## src/rtl/perceptron_trainer_pkg.sv

```systemverilog
// Shared types and helpers for the perceptron training sequencer.
package perceptron_trainer_pkg;

  localparam int LANE_WIDTH  = 8;
  localparam int ERROR_WIDTH = 16;

  typedef logic [LANE_WIDTH-1:0]          lane_t;
  typedef logic signed [ERROR_WIDTH-1:0]  error_t;

  // Sequencer states, kept as plain constants for compatibility with older tooling.
  typedef logic [2:0] state_t;
  localparam state_t S_IDLE = 3'd0;
  localparam state_t S_ARG  = 3'd1;
  localparam state_t S_RES  = 3'd2;
  localparam state_t S_ERR  = 3'd3;
  localparam state_t S_PROP = 3'd4;
  localparam state_t S_NEXT = 3'd5;
  localparam state_t S_DONE = 3'd6;

  // Training error: unsigned activations zero-extended, difference in 16-bit two's complement.
  function automatic error_t calc_error(input lane_t target, input lane_t result);
    return $signed({8'h00, target}) - $signed({8'h00, result});
  endfunction

endpackage

```

## src/rtl/perceptron_trainer_sample_store.sv

```systemverilog
// Labelled-sample register file: one synchronous write port, one asynchronous read port.
module perceptron_trainer_sample_store
  import perceptron_trainer_pkg::*;
#(
  parameter int WIDTH = 24,
  parameter int DEPTH = 8,
  parameter int AW    = (DEPTH > 1) ? $clog2(DEPTH) : 1
) (
  input  logic             clock,
  input  logic             wr_en,
  input  logic [AW-1:0]    wr_addr,
  input  logic [WIDTH-1:0] wr_data,
  input  logic [AW-1:0]    rd_addr,
  output logic [WIDTH-1:0] rd_data
);

  logic [WIDTH-1:0] mem [DEPTH];

  // Sample storage is pure data and is never reset; validity is tracked by the sequencer's count.
  always_ff @(posedge clock) begin
    if (wr_en) mem[wr_addr] <= wr_data;
  end

  assign rd_data = mem[rd_addr];

endmodule

```

## src/rtl/perceptron_trainer.sv

```systemverilog
// Training sequencer for one perceptron: buffers labelled samples, then replays them in
// epochs (argument -> result -> error -> propagate) until an epoch has no mistakes or the
// epoch limit is reached.
module perceptron_trainer
  import perceptron_trainer_pkg::*;
#(
  parameter int N          = 2,
  parameter int DEPTH      = 8,
  parameter int MAX_EPOCHS = 16
) (
  input  logic                              clock,
  input  logic                              reset,
  input  logic                              clear,
  input  logic                              start,
  input  logic                              sample_valid,
  input  logic [N-1:0][7:0]                 sample_data,
  input  logic [7:0]                        sample_target,
  output logic                              sample_ready,
  output logic                              busy,
  output logic                              done,
  output logic                              converged,
  output logic [$clog2(MAX_EPOCHS+1)-1:0]   epoch,
  output logic [$clog2(DEPTH+1)-1:0]        mistakes,
  output logic                              train,
  output logic                              argument_valid,
  output logic [N-1:0][7:0]                 argument_data,
  input  logic                              argument_ready,
  input  logic                              result_valid,
  input  logic [7:0]                        result_data,
  output logic                              result_ready,
  output logic                              error_valid,
  output logic [15:0]                       error_data,
  input  logic                              error_ready,
  input  logic                              propagate_valid,
  input  logic [N-1:0][15:0]                propagate_data,
  output logic                              propagate_ready
);

  localparam int CW = $clog2(DEPTH + 1);
  localparam int IW = (DEPTH > 1) ? $clog2(DEPTH) : 1;
  localparam int EW = $clog2(MAX_EPOCHS + 1);
  localparam int MW = $clog2(DEPTH + 1);

  typedef struct packed {
    lane_t [N-1:0] x;
    lane_t         target;
  } sample_t;

  state_t        state;
  logic [CW-1:0] count;
  logic [IW-1:0] idx;
  error_t        err_q;
  error_t        res_err;
  sample_t       wr_sample;
  sample_t       rd_sample;
  logic          sample_fire;
  logic          prop_unused;

  // Propagated weight deltas are consumed only for flow control.
  assign prop_unused = ^propagate_data;

  assign sample_ready = (state == S_IDLE) && !start && !clear && (count < CW'(DEPTH));
  assign sample_fire  = sample_valid && sample_ready;
  assign wr_sample    = {sample_data, sample_target};

  perceptron_trainer_sample_store #(
    .WIDTH ($bits(sample_t)),
    .DEPTH (DEPTH),
    .AW    (IW)
  ) u_store (
    .clock   (clock),
    .wr_en   (sample_fire),
    .wr_addr (count[IW-1:0]),
    .wr_data (wr_sample),
    .rd_addr (idx),
    .rd_data (rd_sample)
  );

  assign busy            = (state != S_IDLE);
  assign done            = (state == S_DONE);
  assign train           = state inside {S_ARG, S_RES, S_ERR, S_PROP, S_NEXT};
  assign argument_valid  = (state == S_ARG);
  assign argument_data   = rd_sample.x;
  assign result_ready    = (state == S_RES);
  assign error_valid     = (state == S_ERR);
  assign error_data      = err_q;
  assign propagate_ready = (state == S_PROP);
  assign res_err         = calc_error(rd_sample.target, result_data);

  // Error register holds the subtractor output stable for the whole error handshake.
  always_ff @(posedge clock) begin
    if (state == S_RES && result_valid) err_q <= res_err;
  end

  // Sequencer: sample loading in IDLE, then per-sample channel walk and epoch bookkeeping.
  always_ff @(posedge clock or negedge reset) begin
    if (!reset) begin
      state     <= S_IDLE;
      count     <= '0;
      idx       <= '0;
      epoch     <= '0;
      mistakes  <= '0;
      converged <= 1'b0;
    end else begin
      case (state)
        S_IDLE: begin
          if (clear) begin
            count <= '0;
          end else if (start && count != '0) begin
            state     <= S_ARG;
            idx       <= '0;
            epoch     <= '0;
            mistakes  <= '0;
            converged <= 1'b0;
          end else if (sample_fire) begin
            count <= count + CW'(1);
          end
        end
        S_ARG: begin
          if (argument_ready) state <= S_RES;
        end
        S_RES: begin
          if (result_valid) begin
            if (res_err != '0) mistakes <= mistakes + MW'(1);
            state <= S_ERR;
          end
        end
        S_ERR: begin
          if (error_ready) state <= S_PROP;
        end
        S_PROP: begin
          if (propagate_valid) state <= S_NEXT;
        end
        S_NEXT: begin
          if (CW'(idx) + CW'(1) < count) begin
            idx   <= idx + IW'(1);
            state <= S_ARG;
          end else if (mistakes == '0) begin
            converged <= 1'b1;
            state     <= S_DONE;
          end else if (epoch == EW'(MAX_EPOCHS - 1)) begin
            state <= S_DONE;
          end else begin
            epoch    <= epoch + EW'(1);
            mistakes <= '0;
            idx      <= '0;
            state    <= S_ARG;
          end
        end
        S_DONE: begin
          state <= S_IDLE;
        end
        default: begin
          state <= S_IDLE;
        end
      endcase
    end
  end

endmodule

```

## config.mk

```make
export PLATFORM = sky130hd
export DESIGN_NAME = perceptron_trainer
export DESIGN_NICKNAME = d
export VERILOG_FILES = /design/src/rtl/perceptron_trainer_pkg.sv /design/src/rtl/perceptron_trainer_sample_store.sv /design/src/rtl/perceptron_trainer.sv
export SDC_FILE = /design/constraint.sdc
export NUM_CORES = 1
export LEC_CHECK = 0
export BUFFER_PORTS_ARGS = -buffer_cell sky130_fd_sc_hd__buf_2
export CORE_UTILIZATION = 28
export DETAILED_ROUTE_END_ITERATION = 7
export REMOVE_ABC_BUFFERS = 1
export SLEW_MARGIN = 15
export SYNTH_ARGS = -nofsm -noshare
export SYNTH_HDL_FRONTEND = slang
export SYNTH_HIERARCHICAL = 1
export SYNTH_SLANG_ARGS = --single-unit
```

## constraint.sdc

```tcl
create_clock -name clock -period 3.8 [get_ports clock]
set_input_delay 0.38 -clock clock [delete_from_list [all_inputs] [get_ports clock]]
set_output_delay 0.38 -clock clock [all_outputs]
set_load 0.01 [all_outputs]
```

After elaboration in Yosys (flattened, before gate mapping)
Memories as Yosys holds them, arrays and structs flattened.
Cells that the tools add are included.
{"block": "classes", "add_sub_neg": 6, "multipliers": 0, "div_mod_pow": 0, "n_lt_le_gt_ge": 2, "eq_ne": 21, "shifts": 0, "muxes": 40, "n_bitwise": 0, "n_reduce_logical": 23}
{"operator": "$mux 3", "n": 14}
{"operator": "$mux 4", "n": 10}
{"operator": "$mux 5", "n": 5}
{"operator": "$pmux 3 s6", "n": 1}
{"operator": "$reduce_bool 16->1", "n": 1}
{"operator": "$ne 2x2->1 const B", "n": 7}
{"operator": "$pmux 4 s3", "n": 1}
{"operator": "$reduce_and 6->1", "n": 2}
{"operator": "$ne 2x1->1 const B", "n": 5}
{"operator": "$pmux 5 s2", "n": 1}
{"operator": "$reduce_and 5->1", "n": 2}
{"operator": "$eq 3x3->1 const B", "n": 3}
{"operator": "$sub 8x8->9", "n": 1}
{"operator": "$add 4x1->4 const B", "n": 2}
{"operator": "$reduce_and 8->1", "n": 1}
{"operator": "$eq 3x2->1 const B", "n": 2}
{"operator": "$logic_and 1x1->1", "n": 6}
{"operator": "$mux 1", "n": 6}
{"operator": "$ne 3x3->1 const B", "n": 2}
{"operator": "$pmux 3 s2", "n": 1}
{"operator": "$reduce_bool 3->1", "n": 2}
{"operator": "$add 5x1->5 const B", "n": 1}
{"operator": "$eq 5x4->1 const B", "n": 1}
{"operator": "$reduce_bool 5->1", "n": 1}
{"operator": "other kinds (12)", "n": 14}
{"block": "word_totals", "regBits": 36, "latchBits": 0, "ram_bits": 192, "romBits": 0, "output_inout_bits": 50, "wordCells": 100, "n_memories": 1}
{"memory": "u_store.mem", "words": 8, "width": 24, "read_ports": 1, "rd_clocked_by_memory_dff": 0, "write_ports": 1, "line_no": "perceptron_trainer_sample_store.sv:17", "source": "logic [WIDTH-1:0] mem [DEPTH];"}

Logic depth before layout (Yosys ltp)
{"block": "depth", "ltp_word": 8, "ltp_mapped": 13}

By module
The synthesis kept the hierarchy.
{"mod": "perceptron_trainer_sample_store", "n_inst": 1, "cells_each": 290, "area_each_um2": 7317.0, "seq_area_each_um2": 5765.5}
{"mod": "perceptron_trainer", "n_inst": 1, "cells_each": 226, "area_each_um2": 2087.0, "seq_area_each_um2": 770.7}

Worst setup path after synthesis
OpenSTA, ideal clock, no wires.
{"block": "synth_timing", "path_type": "register to register", "startpoint": "reg state[1]", "endpoint": "mem u_store.mem[0][0], enable pin", "setup_time_ps": 435, "t_arrival_ps": 3430, "required_ps": 3365, "slack_ps": -65, "path_stages_with_launch": 9, "path_buffers": 1, "synth_period_minus_slack_ps": 3865, "cell_sequence": "dfrtp_1 -> buf_6 -> nor3_2 -> inv_1 -> nor4_1 -> nand2_1 -> inv_2 -> nand2b_1 -> nor3_1"}
{"block": "synth_via", "elab_chain_len": 7}
{"item": "start: declaration", "line_no": "perceptron_trainer.sv:49", "source": "state_t state;"}
{"item": "start signal: assignment", "line_no": "perceptron_trainer.sv:98", "source": "state <= S_IDLE;"}
{"item": "start signal: assignment", "line_no": "perceptron_trainer.sv:110", "source": "state <= S_ARG;"}
{"item": "start signal: assignment", "line_no": "perceptron_trainer.sv:120", "source": "if (argument_ready) state <= S_RES;"}
{"item": "$logic_not 3->1", "line_no": "perceptron_trainer.sv:62", "source": "assign sample_ready = (state == S_IDLE) && !start && !clear && (count < CW'(DEPTH));"}
{"item": "$logic_and 1x1->1 (3 in series)", "line_no": "perceptron_trainer.sv:62"}
{"item": "via sample_ready", "line_no": "perceptron_trainer.sv:18", "source": "output logic sample_ready,"}
{"item": "$logic_and 1x1->1", "line_no": "perceptron_trainer.sv:63", "source": "assign sample_fire = sample_valid && sample_ready;"}
{"item": "via sample_fire", "line_no": "perceptron_trainer.sv:56", "source": "logic sample_fire;"}
{"item": "$mux 1", "line_no": "perceptron_trainer_sample_store.sv:21", "source": "if (wr_en) mem[wr_addr] <= wr_data;"}
{"item": "$mux 1 (not written as such)", "line_no": "perceptron_trainer_sample_store.sv:21"}
{"item": "end: declaration", "line_no": "perceptron_trainer_sample_store.sv:17"}
The timed path passes the listed nets, and every way through them passes these cells.

==> reports/results.tsv <==
metric	value	unit
status	complete, no violations	
synth warn	6	
synth unique cells	56	
hold_buf cts	1	
Worst-path clk slew	0.06	ns
Sink Count	221	
Rel. slew slack	0.604	
first-pass iteration count of the detailed router	6	
vias in the first global route	5100	
HP Class	input pin to flip-flop	
post-CTS setup buffer count	0	
largest net degree at the start of global routing	25	
LEAKAGE	3.95	nW
Post-Syn Instances	516	
drc violations	0	
max-cap violations	0	
routability cong.	0.749	
sequential fraction of the synthesis area	0.695	
Nets	726	
Cell Pwr Density	678	nW/um^2
placed cells	1048	
initial drt markers	209	
Hold Vio Cnt, Final	0	
Via density	4.48	
Critical Path Start Type	flip-flop	
Post-synth ARST share	0.0905	
Root Buffer	clkbuf_16	
fillers	3139	
final WL	19.5	mm
worst hold stages	2	
number of flops mapped to enable cells by yosys	201	
maximum clock frequency	283	MHz
area leader, netlist	edfxtp_1	
Core Region	32800	um^2
share of layout cells above drive strength 1	0.380	
Period Utilization, post-route	0.929	
crit path DAT	3.93	ns
fin. max-slew vios	0	
top cells by area, synth	edfxtp_1 64%, mux4_2 11%, dfrtp_1 5.3%, ha_1 2.4%, mux2_4 2.1%	
VDD IR-drop max	0.309	mV
worst skew pair latency	0.51	ns
post-route insts no fill	1097	
Die X	185	um
first-pass GRT wire length	30.0	mm
Combinational Power Share	0.302	
Max Clock Skew	0.0117	ns
RSZ-0062 raised after global routing	false	
Tmin final	3.53	ns
worst r2r path cells	10	
Netlist Area Pre-Place	9400	um^2
critical setup path kind	flip-flop to flip-flop	
dominant synthesized flop cell	edfxtp_1	
area grow syn2layout	19.9	%
P_int	5.31	mW
GRT Total Usage	0.116	
Final Core Density	0.344	
die height	185	um
placed inst area	10500	um^2
most frequent cells in the layout	201 x edfxtp_1, 90 x buf_2, 48 x mux4_2, 25 x clkbuf_16, 23 x inv_1	
share of the synthesized area in the top cell type	0.642	
die area	34300	um^2
dpl hpwl	12.5	mm
post-route ant nets	0	
Synth Register Bits	221	
flop2flop setup slack	0.27	ns
CTS tree	built	
Slew @ Worst Pin	0.591	ns
Avg Inst Size Synth	18.2	um^2
leading cell type in the layout, fill and taps excluded	edfxtp_1	
Clk network pwr share	0.301	
effective utilization at floorplan	0.287	
Max Buffers Root-to-Sink	3	
Final Cell Area	11300	um^2
setup TNS	0	ns
Wirelength per Cell	17.8	um
grt ovf	0	
sw power	2.34	mW
# rows	66	
Max FO, Critical Path	17	
DR vias	4912	
critical path capture point type	flip-flop	
# resized after CTS	0	
H-tree levels	1	
Worst Path Required	4.20	ns
Port Buffers	90	
initial antenna violation count	2	
Seq pwr share	0.396	
TritonCTS buffer count	25	
I/O pins	123	
Sw Ratio	0.306	
endpoints failing setup	0	
## Yosys cell counts (2+ instances only)
cell	instances
xor2_1	2
nand3_1	7
nor2_1	22
and2_1	2
mux2i_1	2
a21o_1	4
edfxtp_1	201
mux2_4	13
nor2b_1	4
inv_1	23
clkbuf_1	5
nor4_4	2
xnor2_1	4
buf_2	6
o22ai_1	3
buf_4	7
a31oi_1	3
a21oi_1	15
nand2_1	20
o21a_1	2
o2111ai_1	2
and3_1	4
a21boi_0	6
nor3_1	6
buf_12	2
nand2b_1	4
ha_1	18
buf_6	3
nor3b_1	5
dfrtp_1	20
o31ai_1	2
mux4_2	48
mux2_2	13
o21ai_0	13
inv_2	2
## kinds of logic after synthesis
group	after synthesis	share of synthesized area
compound gates	60	0.0416
mux	76	0.153
xor+xnor	6	0.00559
buf+inv	50	0.0297
flops	221	0.695
simple gates	84	0.0486
fa+ha+maj	19	0.0261
## sequential cells by signal (all words and copies together) (netlist names)
name / cells
converged: 1
error_data: 9
u_store/mem: 192
epoch: 5
state: 3
count: 4
idx: 3
mistakes: 4
## final timing paths
| kind | end | from |
|---|---|---|
| worst max-delay path | mistakes[0] | idx[0] |
| worst min-delay path | state[2] | error_ready |
| worst min register to register | epoch[4] | epoch[4] |
| min in group asynchronous | mistakes[2] | reset |
| worst max register to register | mistakes[0] | idx[0] |
| max in group asynchronous | idx[0] | reset |
## layer usage
layer / up-vias / routed length, um / global-route usage
met2: 135 / 9080 / 0.193
met3: 25 / 1310 / 0.0275
met1: 2460 / 8760 / 0.154
met4: 2 / 309 / 0.0258
li1: 2290 / - / -
met5: - / 17 / 0
## worst max-delay path, stage by stage, from the launching register on
cell,delay (ns)
dfrtp_4,0.64
mux4_2,0.55
mux2_4,0.29
ha_1,0.34
a21o_1,0.22
a31oi_1,0.25
and2_1,0.19
a211oi_2,0.10
nor4_4,0.41
nor2b_2,0.12
mux2_4,0.31
## power by group through the flow
stage               Clock (mW)  Sequential [mW]  Combinational (mW)
floorplan                    0             3.18                1.54
detailed placement           0             3.09                2.35
global route              2.46             3.06                2.58
global placement             0             3.09                2.33
finish                    2.30             3.03                2.31
CTS                       2.37             3.04                2.37
## through the flow
step / hold WS [ns] / total power, mW / setup WS [ns]
floorplan: 0.0844 / 4.72 / -0.986
global placement: 0.369 / 5.42 / 0.299
detailed placement: 0.365 / 5.44 / 0.269
finish: 0.108 / 7.65 / 0.271
CTS: 0.0861 / 7.77 / 0.233
global route: 0.102 / 8.10 / 0.0807
## cell type report
cell class                      count  area, um^2  share of cell area
Sequential cell                   221        6540               0.580
Inverter                           26         100             0.00888
Clock inverter                     17         151              0.0134
Clock buffer                       29         641              0.0568
Multi-Input combinational cell    245        2610               0.232
Antenna cell                        2        5.00            0.000444
Tap cell                          442         553              0.0491
Timing Repair Buffer              115         666              0.0591
Note: power is estimated with default switching activity, not from simulation.
